===== config.mk =====
export PLATFORM = sky130hd
export DESIGN_NAME = tpu_ram_streamer
export DESIGN_NICKNAME = d
export VERILOG_FILES = /design/src/rtl/tpu_ram_streamer.sv
export SDC_FILE = /design/constraint.sdc
export NUM_CORES = 1
export LEC_CHECK = 0
export BUFFER_PORTS_ARGS = -buffer_cell sky130_fd_sc_hd__buf_4
export CORE_MARGIN = 2
export CORE_UTILIZATION = 41
export DETAILED_ROUTE_END_ITERATION = 10
export GPL_ROUTABILITY_DRIVEN = 0
export PLACE_DENSITY = 0.68
export SLEW_MARGIN = 10
export SYNTH_ARGS = -nofsm -noshare
export SYNTH_HDL_FRONTEND = slang
export SYNTH_SLANG_ARGS = --single-unit

===== constraint.sdc =====
create_clock -name wb_clk_i -period 4.3 [get_ports wb_clk_i]
set_input_delay 1.075 -clock wb_clk_i [delete_from_list [all_inputs] [get_ports wb_clk_i]]
set_output_delay 1.075 -clock wb_clk_i [all_outputs]
set_load 0.02 [all_outputs]

===== src/rtl/tpu_ram_streamer.sv =====
// -----------------------------------------------------------------------------
// tpu_ram_streamer
//
// Wishbone classic read master that fetches 32-bit operand words from the TPU
// DFFRAM and streams them little-endian, one byte per valid/ready handshake,
// into the systolic-array operand input.
//
// Optional feature macro: STREAMER_TIMEOUT_EN
//   defined   : FETCH aborts after TIMEOUT_CYCLES cycles without ack, sets the
//               sticky err_o and finishes the transfer.
//   undefined : FETCH waits for ack indefinitely; err_o is tied low.
//
// Ports
//   wb_clk_i, wb_rst_n_i   clock, asynchronous active-low reset
//   start_i                one-cycle start request (ignored while busy)
//   word_off_i, word_cnt_i first word index / word count, sampled on start
//   busy_o, done_o, err_o  transfer status
//   wbm_*                  Wishbone classic master (read-only)
//   op_data_o/op_valid_o/op_ready_i/op_last_o  operand byte stream
// -----------------------------------------------------------------------------
module tpu_ram_streamer #(
    parameter logic [31:0] RAM_BASE       = 32'h3000_0200,
    parameter int unsigned ADDR_WORDS     = 256,
    parameter int unsigned TIMEOUT_CYCLES = 16
) (
    input  logic        wb_clk_i,
    input  logic        wb_rst_n_i,
    input  logic        start_i,
    input  logic [7:0]  word_off_i,
    input  logic [8:0]  word_cnt_i,
    output logic        busy_o,
    output logic        done_o,
    output logic        err_o,
    output logic        wbm_cyc_o,
    output logic        wbm_stb_o,
    output logic        wbm_we_o,
    output logic [3:0]  wbm_sel_o,
    output logic [31:0] wbm_adr_o,
    input  logic [31:0] wbm_dat_i,
    input  logic        wbm_ack_i,
    output logic [7:0]  op_data_o,
    output logic        op_valid_o,
    input  logic        op_ready_i,
    output logic        op_last_o
);

    localparam logic [1:0] S_IDLE  = 2'd0;
    localparam logic [1:0] S_FETCH = 2'd1;
    localparam logic [1:0] S_EMIT  = 2'd2;
    localparam logic [1:0] S_FIN   = 2'd3;

    // Word index wraps modulo the RAM depth (power of two).
    localparam logic [7:0] IDX_MASK = 8'(ADDR_WORDS - 1);

    logic [1:0]  state_q, state_d;
    logic [7:0]  idx_q, idx_d;
    logic [8:0]  rem_q, rem_d;
    logic [31:0] buf_q, buf_d;
    logic [1:0]  bcnt_q, bcnt_d;
    logic        err_q, err_d;

`ifdef STREAMER_TIMEOUT_EN
    localparam int unsigned TW = $clog2(TIMEOUT_CYCLES + 1);
    logic [TW-1:0] tmo_q, tmo_d;
    logic          tmo_hit;

    // Hit on the TIMEOUT_CYCLES-th consecutive FETCH cycle without ack.
    assign tmo_hit = (tmo_q == TW'(TIMEOUT_CYCLES - 1));
`else
    logic unused_tmo;
    assign unused_tmo = ^TIMEOUT_CYCLES;
`endif

    always_comb begin
        state_d = state_q;
        idx_d   = idx_q;
        rem_d   = rem_q;
        buf_d   = buf_q;
        bcnt_d  = bcnt_q;
        err_d   = err_q;
`ifdef STREAMER_TIMEOUT_EN
        tmo_d   = (state_q == S_FETCH && !wbm_ack_i) ? tmo_q + TW'(1) : '0;
`endif
        case (state_q)
            S_IDLE: begin
                if (start_i) begin
                    idx_d   = word_off_i & IDX_MASK;
                    rem_d   = word_cnt_i;
                    err_d   = 1'b0;
                    state_d = (word_cnt_i == 9'd0) ? S_FIN : S_FETCH;
                end
            end
            S_FETCH: begin
                if (wbm_ack_i) begin
                    buf_d   = wbm_dat_i;
                    bcnt_d  = 2'd0;
                    state_d = S_EMIT;
                end
`ifdef STREAMER_TIMEOUT_EN
                else if (tmo_hit) begin
                    err_d   = 1'b1;
                    state_d = S_FIN;
                end
`endif
            end
            S_EMIT: begin
                // op_valid_o is high throughout EMIT, so ready alone marks a handshake.
                if (op_ready_i) begin
                    bcnt_d = bcnt_q + 2'd1;
                    if (bcnt_q == 2'd3) begin
                        idx_d   = (idx_q + 8'd1) & IDX_MASK;
                        rem_d   = rem_q - 9'd1;
                        state_d = (rem_q == 9'd1) ? S_FIN : S_FETCH;
                    end
                end
            end
            default: state_d = S_IDLE;
        endcase
    end

    always_ff @(posedge wb_clk_i or negedge wb_rst_n_i) begin
        if (!wb_rst_n_i) begin
            state_q <= S_IDLE;
            idx_q   <= '0;
            rem_q   <= '0;
            buf_q   <= '0;
            bcnt_q  <= '0;
            err_q   <= 1'b0;
`ifdef STREAMER_TIMEOUT_EN
            tmo_q   <= '0;
`endif
        end else begin
            state_q <= state_d;
            idx_q   <= idx_d;
            rem_q   <= rem_d;
            buf_q   <= buf_d;
            bcnt_q  <= bcnt_d;
            err_q   <= err_d;
`ifdef STREAMER_TIMEOUT_EN
            tmo_q   <= tmo_d;
`endif
        end
    end

    // Outputs decode the registered state only, so an asynchronous reset
    // clears them without waiting for a clock edge.
    assign busy_o     = (state_q != S_IDLE);
    assign done_o     = (state_q == S_FIN);
`ifdef STREAMER_TIMEOUT_EN
    assign err_o      = err_q;
`else
    assign err_o      = 1'b0;
`endif
    assign wbm_cyc_o  = (state_q == S_FETCH);
    assign wbm_stb_o  = (state_q == S_FETCH);
    assign wbm_we_o   = 1'b0;
    assign wbm_sel_o  = 4'hF;
    assign wbm_adr_o  = (state_q == S_FETCH) ? (RAM_BASE + {22'd0, idx_q, 2'b00}) : '0;
    assign op_valid_o = (state_q == S_EMIT);
    assign op_data_o  = (state_q == S_EMIT) ? buf_q[{bcnt_q, 3'b000} +: 8] : '0;
    assign op_last_o  = op_valid_o && (rem_q == 9'd1) && (bcnt_q == 2'd3);

endmodule


==> out/results.tsv <==
metric	value	unit
status	completed	
XOR/XNOR Fraction of Synth Area	0	%
post-synthesis compound-gate area fraction	12.7	%
DR vias	2329	
leakage power	1.69	nW
RSZ-0062 raised after global routing	false	
CP Cell Sequence	nand2b_1, inv_2, and3_1, nand3_1, nor2_1, buf_4	
reg2reg path depth	5	
hold_buf cts	0	
Critical Path Slowest Stage Cell	dfrtp_1	
GRT overflow	0	
peak supply drop	0.381	mV
multiplexer area fraction after synthesis	18.7	%
Synth top area share	43.4	%
antenna cells	0	
layout cells sized above 1	35.6	%
DRT Wirelength	6.68	mm
Post-Syn Area	0.00306	mm²
Hold Crit Class	reg -> reg	
fin nets	411	
P&R area growth vs syn	20.0	%
die width	90.4	µm
clock sink count	53	
Yosys reg bits	53	
slack of the critical path	1020	ps
Critical Path AT	2210	ps
first-pass GRT wire length	11.2	mm
max-slew violations	0	
Die Y	90.4	µm
list of most frequent post-synthesis cells	dfrtp_1, buf_4, mux2_2	
total CTS buffers	5	
start point of the worst hold path	buf_q[17]	
endpoints failing setup	0	
cell depth of the worst hold path	1	
top_reg_cell synth	dfrtp_1	
CTS tree	done	
worst hold endpoint	buf_q[17]	
Synth Area in Adders	1.64	%
Port Buffers	78	
r2r setup slk	2180	ps
Pre-antenna DRT Iters	5	
Remaining DRCs	0	
clock root cell	clkbuf_8	
Buf+Inv Stages, Crit Path	2	
Critical Path Source Type	flip-flop	
clock transition at the registers of the reported paths	100	ps
full die area	0.00817	mm²
worst r2r dst	rem_q[4]	
sequential share of the synthesized area	43.4	%
largest family of logic cells by synthesized area	multiplexers	
htree depth	2	
synthesized area per cell	10.7	µm²
number of flops mapped to enable cells by yosys	0	
Worst Max-Slew Pin Slew	671	ps
Post-Place Cell Area	0.00358	mm²
number of global-route vias before repair	2300	
Fin. Hold Viols	0	
largest cells by area after synthesis	dfrtp_1, mux2_2, buf_4	
Initial Util	42.2	%
Yosys warning count	0	
most frequent cell after synthesis	dfrtp_1	
Tot GR Track Use	16.9	%
Slew HR	55.3	%
Iter 0 DRT Violations	169	
Finished Cell Area	0.00367	mm²
CP Capture Type	primary output	
post-synthesis simple-gate area fraction	12.8	%
Largest stage delay, worst path	530	ps
post-route clock period utilization	76.3	%
WP data required	3220	ps
Rows	31	
Core Box Area	0.00725	mm²
vias per cell	5.14	
number of max-cap violations	0	
DR WL/cell	14.7	µm
skew final	12.6	ps
cts repair resizes	0	
Cells after Synth	285	
Post-synth ARST share	100	%
# Post-CTS Setup Buffers	0	
Power per Cell Area	651	mW/mm²
Bufs on Longest Clock Path	2	
f_max	305	MHz
family with the most delay on the worst path	simple AND/OR/NAND/NOR gates	
Final Critical Period	3280	ps
r2r startpoint	bcnt_q[0]	
worst-path fanout max	21	
Antenna Violating Nets Remaining	0	
Post-Place Setup Slack	1370	ps
clk_lat worst skew	310	ps
DP HPWL	4.87	mm
Ports	106	
total negative slack	0	ps
Yosys cell types	52	
initial antenna violation count	0	
cell taking the most area after synthesis	dfrtp_1	
largest net degree at the start of global routing	54	
kind of critical path	reg -> out	
cell type report:
class / instances / area (µm²)
clock inverters: 3 / 21.3
multi-input cells: 205 / 1500
repair buffers: 80 / 601
inverters: 8 / 30.0
fillers: 673 / 3580
well taps: 99 / 124
flip-flops and latches: 53 / 1330
clock buffers: 5 / 68.8
placed cells by master, fill, tap and decap left out, types with 2 or more instances in the layout:
master    instances
o21ai_1           5
inv_1             6
o21ai_0           8
ha_1              4
o22ai_1           8
a21oi_1          17
mux2i_1           3
inv_2             2
o31ai_1           2
o22a_1            3
o32ai_1           2
mux2_2           23
mux4_2            8
nand2_1          10
nand4_1           3
conb_1           27
nor2_1           12
and2_1           17
nand3_1          10
and3_1            2
clkbuf_8          5
nor3_1            3
nand2b_1          4
a31oi_1           2
buf_4            80
nor4_1            2
mux2_1            9
dfrtp_1          53
worst max path at each step:
| stage | cells past startpoint | end | slack (ps) | from |
|---|---|---|---|---|
| 4_1_cts | 6 | op_last_o | 1010 | state_q[0] |
| 5_1_grt | 6 | op_last_o | 840 | state_q[0] |
| 6_report | 6 | op_last_o | 1020 | state_q[0] |
| 3_3_place_gp | 6 | op_last_o | 1420 | state_q[0] |
| 3_5_place_dp | 6 | op_last_o | 1370 | state_q[0] |
| 2_1_floorplan | 3 | op_data_o[0] | 1650 | bcnt_q[0] |
routing by layer:
metal | vias to the layer above | track usage, % | part of all wire, %
li1 | 1107 | - | -
met1 | 1103 | 22.7 | 44
met5 | - | 0 | 0
met4 | 0 | 3.85 | 0.79
met3 | 6 | 5.18 | 9.0
met2 | 113 | 26.9 | 46
registers in the layout (all words and copies together), names as in the netlist:
| name | flops |
|---|---|
| idx_q | 8 |
| buf_q | 32 |
| bcnt_q | 2 |
| rem_q | 9 |
| state_q | 2 |
cells by family (layout without fill, tap and decap cells):
kind of cell,Yosys count,after routing
muxes,43,43
AOI/OAI and AO/OA,59,59
other,2,27
buffers and inverters,52,96
and+or+nand+nor,72,72
DFF,53,53
adders and majority gates,4,4
worst register-to-register path, cell delays in order, from the launching register on:
cell	delay [ps]
dfrtp_1	750
ha_1	360
nand2_1	110
o21ai_2	500
o22ai_1	170
a21oi_1	160
metrics by stage:
step | utilization, % | total power, mW | hold slack [ps] | instances
2_1_floorplan | - | 1.80 | 459 | 310
3_3_place_gp | 49.4 | 2.08 | 472 | 445
3_5_place_dp | 49.4 | 2.12 | 480 | 445
4_1_cts | 50.6 | 2.41 | 504 | 453
5_1_grt | 50.6 | 2.58 | 517 | 453
6_report | 50.6 | 2.39 | 497 | 453
where the power goes:
group	internal (mW)	switching, mW
registers	0.737	0.218
logic	0.585	0.564
clock network	0.116	0.170
No activity file was read; power rests on OpenSTA's default activity.
